`src/rtl/nt_node_activity_monitor.sv`:
```
// nt_node_activity_monitor
// Observation stage for the single-bit output of an Nt-node subcircuit.
// Over a programmable window of WINDOW_LEN sampled cycles it counts ones
// and sample-to-sample toggles, then flags the node as rare (few toggles)
// or stuck (no toggles). Results hold until the next accepted win_start.
// Optional feature: define NODE_MON_HIST_EN to add an 8-bit history port
// holding the last eight counted samples (newest in bit 0).
module nt_node_activity_monitor #(
    parameter int WINDOW_LEN  = 1024,
    parameter int CNT_W       = 16,
    parameter int RARE_THRESH = 4
) (
    input  logic             I1470_clk,
    input  logic             I1477_rst,
    input  logic             node_in,
    input  logic             win_start,
    input  logic             win_abort,
    output logic             busy,
    output logic             done,
    output logic [CNT_W-1:0] ones_cnt,
    output logic [CNT_W-1:0] toggle_cnt,
    output logic             rare_flag,
    output logic             stuck_flag
`ifdef NODE_MON_HIST_EN
    ,
    output logic [7:0]       hist
`endif
);

    // The window counter only has to reach WINDOW_LEN-1.
    localparam int WC_W = (WINDOW_LEN > 2) ? $clog2(WINDOW_LEN) : 1;
    localparam logic [WC_W-1:0]  WC_LAST  = WC_W'(WINDOW_LEN - 1);
    localparam logic [CNT_W-1:0] CNT_MAX  = '1;
    // One extra bit so a threshold of exactly 2**CNT_W still compares correctly.
    localparam logic [CNT_W:0]   RARE_LIM = (CNT_W + 1)'(RARE_THRESH);

    typedef enum logic [1:0] {
        S_IDLE,
        S_ARM,
        S_RUN,
        S_DONE
    } state_t;

    state_t           state;
    logic             node_q;
    logic             prev_q;
    logic [WC_W-1:0]  win_cnt;
    logic [CNT_W-1:0] ones_next;
    logic [CNT_W-1:0] toggle_next;

    // Register the observed net every cycle, independent of the FSM state.
    // NOTE: sequential state is always written with non-blocking assignments so
    // every flop samples the pre-edge value of every other flop.
    always_ff @(posedge I1470_clk or negedge I1477_rst) begin
        if (!I1477_rst) begin
            node_q <= 1'b0;
        end else begin
            node_q <= node_in;
        end
    end

    // Saturating next values of both counters for the sample held in node_q.
    // NOTE: every output of a combinational block gets a default first, so no
    // path leaves it unassigned and no latch is inferred.
    always_comb begin
        ones_next   = ones_cnt;
        toggle_next = toggle_cnt;
        if (node_q && (ones_cnt != CNT_MAX)) begin
            ones_next = ones_cnt + 1'b1;
        end
        if ((node_q ^ prev_q) && (toggle_cnt != CNT_MAX)) begin
            toggle_next = toggle_cnt + 1'b1;
        end
    end

    // Window FSM with registered busy/done, counters and flags.
    // An abort still counts the sample of its own cycle but suppresses done
    // and leaves the flags at 0, even in the last RUN cycle.
    always_ff @(posedge I1470_clk or negedge I1477_rst) begin
        if (!I1477_rst) begin
            state      <= S_IDLE;
            busy       <= 1'b0;
            done       <= 1'b0;
            ones_cnt   <= '0;
            toggle_cnt <= '0;
            rare_flag  <= 1'b0;
            stuck_flag <= 1'b0;
            prev_q     <= 1'b0;
            win_cnt    <= '0;
        end else begin
            done <= 1'b0;
            case (state)
                S_IDLE: begin
                    if (win_start) begin
                        state      <= S_ARM;
                        busy       <= 1'b1;
                        ones_cnt   <= '0;
                        toggle_cnt <= '0;
                        rare_flag  <= 1'b0;
                        stuck_flag <= 1'b0;
                    end
                end
                S_ARM: begin
                    // First sample seeds prev_q and never counts as a toggle.
                    prev_q   <= node_q;
                    ones_cnt <= CNT_W'(node_q);
                    win_cnt  <= WC_W'(1);
                    if (win_abort) begin
                        state <= S_IDLE;
                        busy  <= 1'b0;
                    end else begin
                        state <= S_RUN;
                    end
                end
                S_RUN: begin
                    ones_cnt   <= ones_next;
                    toggle_cnt <= toggle_next;
                    prev_q     <= node_q;
                    win_cnt    <= win_cnt + 1'b1;
                    if (win_abort) begin
                        state <= S_IDLE;
                        busy  <= 1'b0;
                    end else if (win_cnt == WC_LAST) begin
                        state      <= S_DONE;
                        busy       <= 1'b0;
                        done       <= 1'b1;
                        rare_flag  <= ({1'b0, toggle_next} < RARE_LIM);
                        stuck_flag <= (toggle_next == '0);
                    end
                end
                S_DONE: begin
                    state <= S_IDLE;
                end
                default: begin
                    state <= S_IDLE;
                    busy  <= 1'b0;
                end
            endcase
        end
    end

`ifdef NODE_MON_HIST_EN
    // History of the samples counted in ARM/RUN; cleared when a window is accepted.
    always_ff @(posedge I1470_clk or negedge I1477_rst) begin
        if (!I1477_rst) begin
            hist <= '0;
        end else if ((state == S_IDLE) && win_start) begin
            hist <= '0;
        end else if ((state == S_ARM) || (state == S_RUN)) begin
            hist <= {hist[6:0], node_q};
        end
    end
`endif

endmodule

```
`config.mk`:
```
export PLATFORM = sky130hd
export DESIGN_NAME = nt_node_activity_monitor
export DESIGN_NICKNAME = d
export VERILOG_FILES = /design/src/rtl/nt_node_activity_monitor.sv
export SDC_FILE = /design/constraint.sdc
export NUM_CORES = 1
export LEC_CHECK = 0
export BUFFER_PORTS_ARGS = -buffer_cell sky130_fd_sc_hd__buf_2
export CAP_MARGIN = 20
export CORE_ASPECT_RATIO = 1.25
export CORE_UTILIZATION = 62
export CTS_CLUSTER_DIAMETER = 30
export DETAILED_ROUTE_END_ITERATION = 7
export HOLD_SLACK_MARGIN = 0.12
export PLACE_DENSITY = 0.95
export SYNTH_ARGS = -nofsm -noshare
export SYNTH_HDL_FRONTEND = slang
export SYNTH_SLANG_ARGS = --single-unit
```
`constraint.sdc`:
```
create_clock -name I1470_clk -period 3.35 [get_ports I1470_clk]
set_clock_uncertainty 0.05 [all_clocks]
set_input_delay 0.1675 -clock I1470_clk [delete_from_list [all_inputs] [get_ports I1470_clk]]
set_output_delay 0.1675 -clock I1470_clk [all_outputs]
set_load 0.01 [all_outputs]
```
==> results of run 1 <==
## cell families (layout without fill, tap and decap cells)
| kind of cell | Yosys count | after routing |
|---|---|---|
| and+or+nand+nor | 145 | 145 |
| AOI/OAI and AO/OA | 100 | 100 |
| DFF | 50 | 50 |
| buffers and inverters | 26 | 64 |
| xor gates and xnor gates | 8 | 8 |
| adders and majority gates | 7 | 7 |
| muxes | 7 | 7 |
## through the flow
| stage | instance area (sq um) | utilization (%) |
|---|---|---|
| 3_5_place_dp | 3190 | 70.9 |
| 3_3_place_gp | 3190 | 70.9 |
| 6_report | 3320 | 73.9 |
| 4_1_cts | 3300 | 73.4 |
| 2_1_floorplan | 2970 | - |
| 5_1_grt | 3320 | 73.9 |
## flip-flops by register name, summed over array words and instances (netlist names), 2 cells and up
signal / flops
state: 2
toggle_cnt: 16
win_cnt: 10
ones_cnt: 16
## layout by cell type, fill, tap and decap left out, types with 2 or more instances in the layout
master / n
or3_1: 6
xor2_1: 5
o21ai_0: 41
a31oi_1: 9
dlygate4sd3_1: 3
nor3_1: 8
nand2_1: 40
o31a_1: 2
and2_1: 5
nor4_1: 5
a32o_1: 2
inv_1: 13
dfrtp_1: 50
xnor2_1: 3
mux2i_1: 5
buf_2: 40
o22ai_1: 2
nor2_1: 30
nand4_1: 9
o21ai_1: 7
nand3_1: 18
o41ai_1: 4
nand2b_1: 5
o31ai_1: 10
nor4_2: 3
or2_2: 3
ha_1: 7
clkbuf_8: 6
nor2b_1: 2
a21oi_1: 13
and3_1: 2
a22o_1: 2
## final timing paths
kind                                        startpoint                    endpoint  slack, ns  depth (start not counted)
min in group I1470_clk                       win_start        state[1]$_DFFE_PN0P_       0.37                          4
max in group asynchronous                    I1477_rst     ones_cnt[2]$_DFFE_PN0P_       2.39                          3
worst min-delay path                         I1477_rst  toggle_cnt[10]$_DFFE_PN0P_       0.32                          2
worst max-delay path              state[0]$_DFFE_PN0P_      stuck_flag$_DFFE_PN0P_       0.53                          8
worst min register to register  win_cnt[0]$_DFFE_PN0N_      win_cnt[0]$_DFFE_PN0N_       0.47                          1
worst max register to register    state[0]$_DFFE_PN0P_      stuck_flag$_DFFE_PN0P_       0.53                          8
## final cells by class
cell class | instances | area share (%)
multi-input combinational | 267 | 48.4
clock buffer | 6 | 2.49
tap | 58 | 2.19
sequential | 50 | 37.7
inverter | 13 | 1.47
timing repair buffer | 45 | 7.76
## layer usage
metal / part of all wire, % / GRT usage, %
met5: 0 / 0
met1: 42 / 35.9
met2: 51 / 55.1
met4: 1.3 / 10.9
met3: 5.5 / 4.43
## worst max-delay path: cells and delay by family, from the launching register on
kind,cells,cell delay (ns)
buf+inv,1,0.10
fa+ha+maj,1,0.38
compound gates,1,0.23
simple gates,4,1.21
mux,1,0.37
flops,1,0.42
## where the power goes
part	internal [mW]	total [mW]	switching [mW]
Combinational	0.198	0.605	0.407
Sequential	0.652	0.705	0.0527
Clock	0.160	0.350	0.190
Total	1.01	1.66	0.650
==> results.yml, run 1 <==
status:
  run_status: "finished clean"
cts:
  holdBufCountCts: 3
  cts.repair.resized: 0
  cts_tree: "yes"
  clk_pin_slew_ns: 0.09
  cts_made_buffers: 5
  postCtsSetupBuffers: 0
  cts.htree.levels: 2
  clock_latency_ns: 0.30
  cts.sinks: 50
  clock_path_buffers: 2
  root_buffer: "clkbuf_8"
floorplan:
  die_w_microns: 63.9
  floorplan.initialDensity_pct: 66.2
  num_rows: 27
  die_area_sq_um: 5080
  die_height_microns: 79.4
  coreArea_sq_um: 4490
  ios: 41
yosys:
  synth_compound_area_share_pct: 20.7
  yosys.area_share.simple_pct: 25.6
  ys.warnings.count: 0
  ys_seq_elements: 50
  yosys.area_share.adder_pct: 2.94
  yosysMostFrequentCell: "dfrtp_1"
  syn-cell-area_sq_um: 2970
  synth_ff_type: "dfrtp_1"
  avgSynthCellArea_sq_um: 8.67
  muxShareOfSynthArea_pct: 2.44
  synth.area.top_cells: "dfrtp_1, o21ai_0, nand2_1, nor2_1, nand3_1"
  netlist_instances: 343
  synth_largest_area_cell: "dfrtp_1"
  synth_top_family_by_area: "simple AND/OR/NAND/NOR gates"
  synthTopCellsByCount: "dfrtp_1, o21ai_0, nand2_1"
  synthXorXnorAreaFrac_pct: 2.36
  async_flop_share_pct: 100
  synth_enable_flop_cells: 0
  seq_area_frac_synth_pct: 42.1
  synth_top_area_share_pct: 42.1
  synth_cell_types: 51
  syn_nets: 355
critical_path:
  crit_slowest_cell: "dfrtp_1"
  cp-end-kind: "flop"
  critPathMaxStageDelay_ns: 0.42
  crit_fanout: 12
  start_kind: "flop"
  critPathKind: "reg -> reg"
  crit_chain: "inv_1 -> ha_1 -> mux2i_1 -> or3_1 -> nor4_1 -> nand4_1 -> nor4_1 -> a32o_1"
  worstPathRequired_ns: 3.54
  arrival_ns: 3.01
  crit_path_frequent_cell: "nor4_1"
detailed_routing:
  ant_nets: 0
  avgViaCountPerCell: 6.51
  drtPass1Iterations: 8
  wire_per_inst_microns: 16.1
  drc: 0
  drt_wl_total_mm: 7.08
  first_iter_violations: 275
  via_count: 2859
power_and_ir_drop:
  ir_drop_mv: 0.409
  power.density_nw_per_um2: 500
  power_leakage_nw: 1.46
  power.total_mw: 1.66
final_layout:
  finalNetCount: 394
  stdcell_count: 439
  multi_input_area_sq_um: 1610
  register_area_sq_um: 1250
  drive_gt1_share_pct: 16.0
  fill_cells: 327
  area_growth_pct: 11.6
  antenna_cells: 0
timing:
  setup_viol: 0
  tightest_slew_ns: 0.950
  setup_ws_ns: 0.532
  tns_ns: 0
  hold_viol: 0
  fin_crit_ns: 2.82
  rsz0062_at_grt: "no"
  period_share_pct: 84.1
  fin_hold_ws_ns: 0.320
  max_freq_mhz: 355
  max_slew_margin_pct: 36.4
  slew_viol_final: 0
min_path:
  hp-class: "in -> async"
placed_design:
  dp.cells: 429
  routabilityCongestion: 0.928
  post-place-ws_ns: 0.639
  portBuffers: 40
  dpl.hpwl_mm: 4.95
global_route:
  grt_pass1_wl_mm: 12.1
  grt_overflow: 0
  grt_pass1_vias: 2671
  grt_max_degree: 51
  antenna_found_initial: 0
  grt.total_usage_pct: 30.3
job:
  cap_violations: 0
No activity file was read; power rests on OpenSTA's default activity.
==> run 2, diff against run 1 <==
ABC_AREA = 1   (was default)
CORE_UTILIZATION = 58   (was 62)
PLACE_DENSITY = 0.92   (was 0.95)
clock period = 2.6 ns   (was 3.35 ns; I/O delays follow)
==> run 2 against run 1 <==
Effect of this change:
- cell area increased by 9.6%
- via count is 12% higher
- worst hold slack got worse by 0.13 ns
- worst setup slack got worse by 0.15 ns
- core utilization decreased by 6.6 points
- routed wire length rose by 14%
- die area up 16%
- cell count is 30% higher
- clock-buffer cell count down 1
- sequential cell count did not move
- register-to-register slack lost 0.15 ns
==> results.yml, run 2 <==
status:
  run_status: "finished clean"
global_route:
  grt_overflow: 0
  grt_pass1_wl_mm: 13.3
  grt_pass1_vias: 3031
  grt_max_degree: 36
  grt.total_usage_pct: 29.9
  antenna_found_initial: 0
yosys:
  ys.warnings.count: 0
  synth_cell_types: 39
  synth_ff_type: "dfrtp_1"
  synth_largest_area_cell: "dfrtp_1"
  syn_nets: 472
  syn-cell-area_sq_um: 3250
  yosysMostFrequentCell: "nand2_1"
  synth.area.top_cells: "dfrtp_1, nand2_1, inv_1, nor2_1, nand3_1"
  ys_seq_elements: 50
  async_flop_share_pct: 100
  seq_area_frac_synth_pct: 38.5
  synthTopCellsByCount: "nand2_1, inv_1, dfrtp_1"
  netlist_instances: 460
  synth_enable_flop_cells: 0
  synth_top_area_share_pct: 38.5
  avgSynthCellArea_sq_um: 7.07
cts:
  root_buffer: "clkbuf_8"
  clk_pin_slew_ns: 0.10
  cts.repair.resized: 0
  clock_latency_ns: 0.31
  cts.sinks: 50
  postCtsSetupBuffers: 0
  cts_tree: "yes"
  cts.htree.levels: 2
  holdBufCountCts: 3
  clock_path_buffers: 2
  cts_made_buffers: 5
final_layout:
  antenna_cells: 0
  multi_input_area_sq_um: 1700
  finalNetCount: 517
  register_area_sq_um: 1250
  area_growth_pct: 11.9
  drive_gt1_share_pct: 16.8
  fill_cells: 467
  top_regs: "ones_cnt x16, toggle_cnt x16, win_cnt x10"
  final_cell_mix: "nand2_1, inv_1, dfrtp_1, nor2_1, buf_2"
  mostFrequentLayoutCell: "nand2_1"
floorplan:
  die_w_microns: 69.0
  coreArea_sq_um: 5410
  num_rows: 30
  die_height_microns: 85.7
  die_area_sq_um: 5910
  floorplan.initialDensity_pct: 60.1
  ios: 41
critical_path:
  crit_chain: "ha_1 -> nand2_1 -> inv_1 -> nand3_2 -> inv_1 -> nand4_2 -> o21ai_2 -> a21boi_2 -> buf_4 -> nand2_1 -> a21oi_1"
  critPathMaxStageDelay_ns: 0.46
  start_kind: "flop"
  r2r_start: "ones_cnt[0]$_DFFE_PN0P_"
  setup.worst_path.start: "ones_cnt[0]$_DFFE_PN0P_"
  worstPathRequired_ns: 2.78
  crit_fanout: 10
  critPathKind: "reg -> reg"
  critPathTopFamily: "compound AO/OA/AOI/OAI gates"
  cp-end-kind: "flop"
  cp.buffers_inverters: 3
  crit_slowest_cell: "dfrtp_1"
  arrival_ns: 2.40
placed_design:
  dpl.hpwl_mm: 6.02
  routabilityCongestion: 1.00
  portBuffers: 40
detailed_routing:
  avgViaCountPerCell: 5.62
  drtPass1Iterations: 5
  drt_wl_total_mm: 8.06
  drc: 0
  ant_nets: 0
  first_iter_violations: 206
  wire_per_inst_microns: 14.1
  via_count: 3204
power_and_ir_drop:
  power.total_mw: 2.66
  ir_drop_mv: 0.645
  power.density_nw_per_um2: 731
  power_leakage_nw: 1.83
timing:
  max_freq_mhz: 451
  slew_viol_final: 0
  tns_ns: 0
  period_share_pct: 85.2
  tightest_slew_ns: 0.550
  fin_crit_ns: 2.22
  hold_viol: 0
  setup_viol: 0
  rsz0062_at_grt: "no"
  max_slew_margin_pct: 63.3
job:
  cap_violations: 0
min_path:
  hp-class: "in -> reg"
  hold_start: "win_start"
==> run 2: changes by cell type after synthesis, sizes merged, moves of 6 or more <==
cell / delta
nand2: +106
a31oi: -8
o21ai: -20
or3: -7
o22ai: +6
nor2: +22
nor4: -8
nand3: +11
nor3: +6
o31ai: -10
inv: +49
==> run 2: power breakdown <==
group          internal, mW  leakage, nW  switching [mW]
clock network         0.289       0.0585           0.278
logic                 0.336         1.09           0.785
registers             0.869        0.685           0.101
total                  1.49         1.83            1.16
==> run 2: metrics by stage <==
step                      utilization (%)  setup slack (ns)  cells  cell area (sq um)  hold WS, ns
after global routing                 67.3             0.131    570               3640        0.236
after detailed placement             64.7             0.422    559               3490       0.0246
after global placement               64.7             0.468    559               3490       0.0167
after CTS                            67.3             0.392    570               3640        0.183
after floorplan                         -             0.774    460               3250       -0.216
final                                67.3             0.385    570               3640        0.191
==> run 2: worst reg2reg max path, cell delays in order (launching register included) <==
cell and delay (ns):
dfrtp_1 0.46, ha_1 0.26, nand2_1 0.11, inv_1 0.06, nand3_2 0.08, inv_1 0.10
nand4_2 0.10, o21ai_2 0.08, a21boi_2 0.38, buf_4 0.24, nand2_1 0.06, a21oi_1 0.15
==> run 2: worst paths after layout <==
check	depth (start not counted)	end	slack, ns
hold / removal	3	state[0]$_DFFE_PN0P_	0.19
min in group asynchronous	2	toggle_cnt[8]$_DFFE_PN0P_	0.21
setup / recovery	11	ones_cnt[2]$_DFFE_PN0P_	0.38
hold reg to reg	1	win_cnt[8]$_DFFE_PN0N_	0.45
max in group asynchronous	3	win_cnt[2]$_DFFE_PN0N_	1.49
setup reg to reg	11	ones_cnt[2]$_DFFE_PN0P_	0.38
==> run 2: cell families (layout without fill, tap and decap cells) <==
family | Yosys count | in the layout | synth area share [%]
and+or+nand+nor | 261 | 261 | 36.3
buffers and inverters | 71 | 117 | 9.20
AOI/OAI and AO/OA | 62 | 62 | 10.9
DFF | 50 | 50 | 38.5
xor gates and xnor gates | 9 | 9 | 2.43
adders and majority gates | 7 | 7 | 2.69
==> run 2: per-layer routing <==
metal	global-route usage, %	routed length [microns]
met1	35.2	3210
met3	4.26	313
met4	16.3	273
met5	0	0
met2	50.7	4260
==> run 2: final cells by class <==
type / count / share of cell area (%)
clock inverter: 3 / 1.20
sequential: 50 / 34.4
clock buffer: 5 / 1.89
tap: 64 / 2.20
inverter: 62 / 6.40
timing repair buffer: 47 / 7.16
multi-input combinational: 339 / 46.7
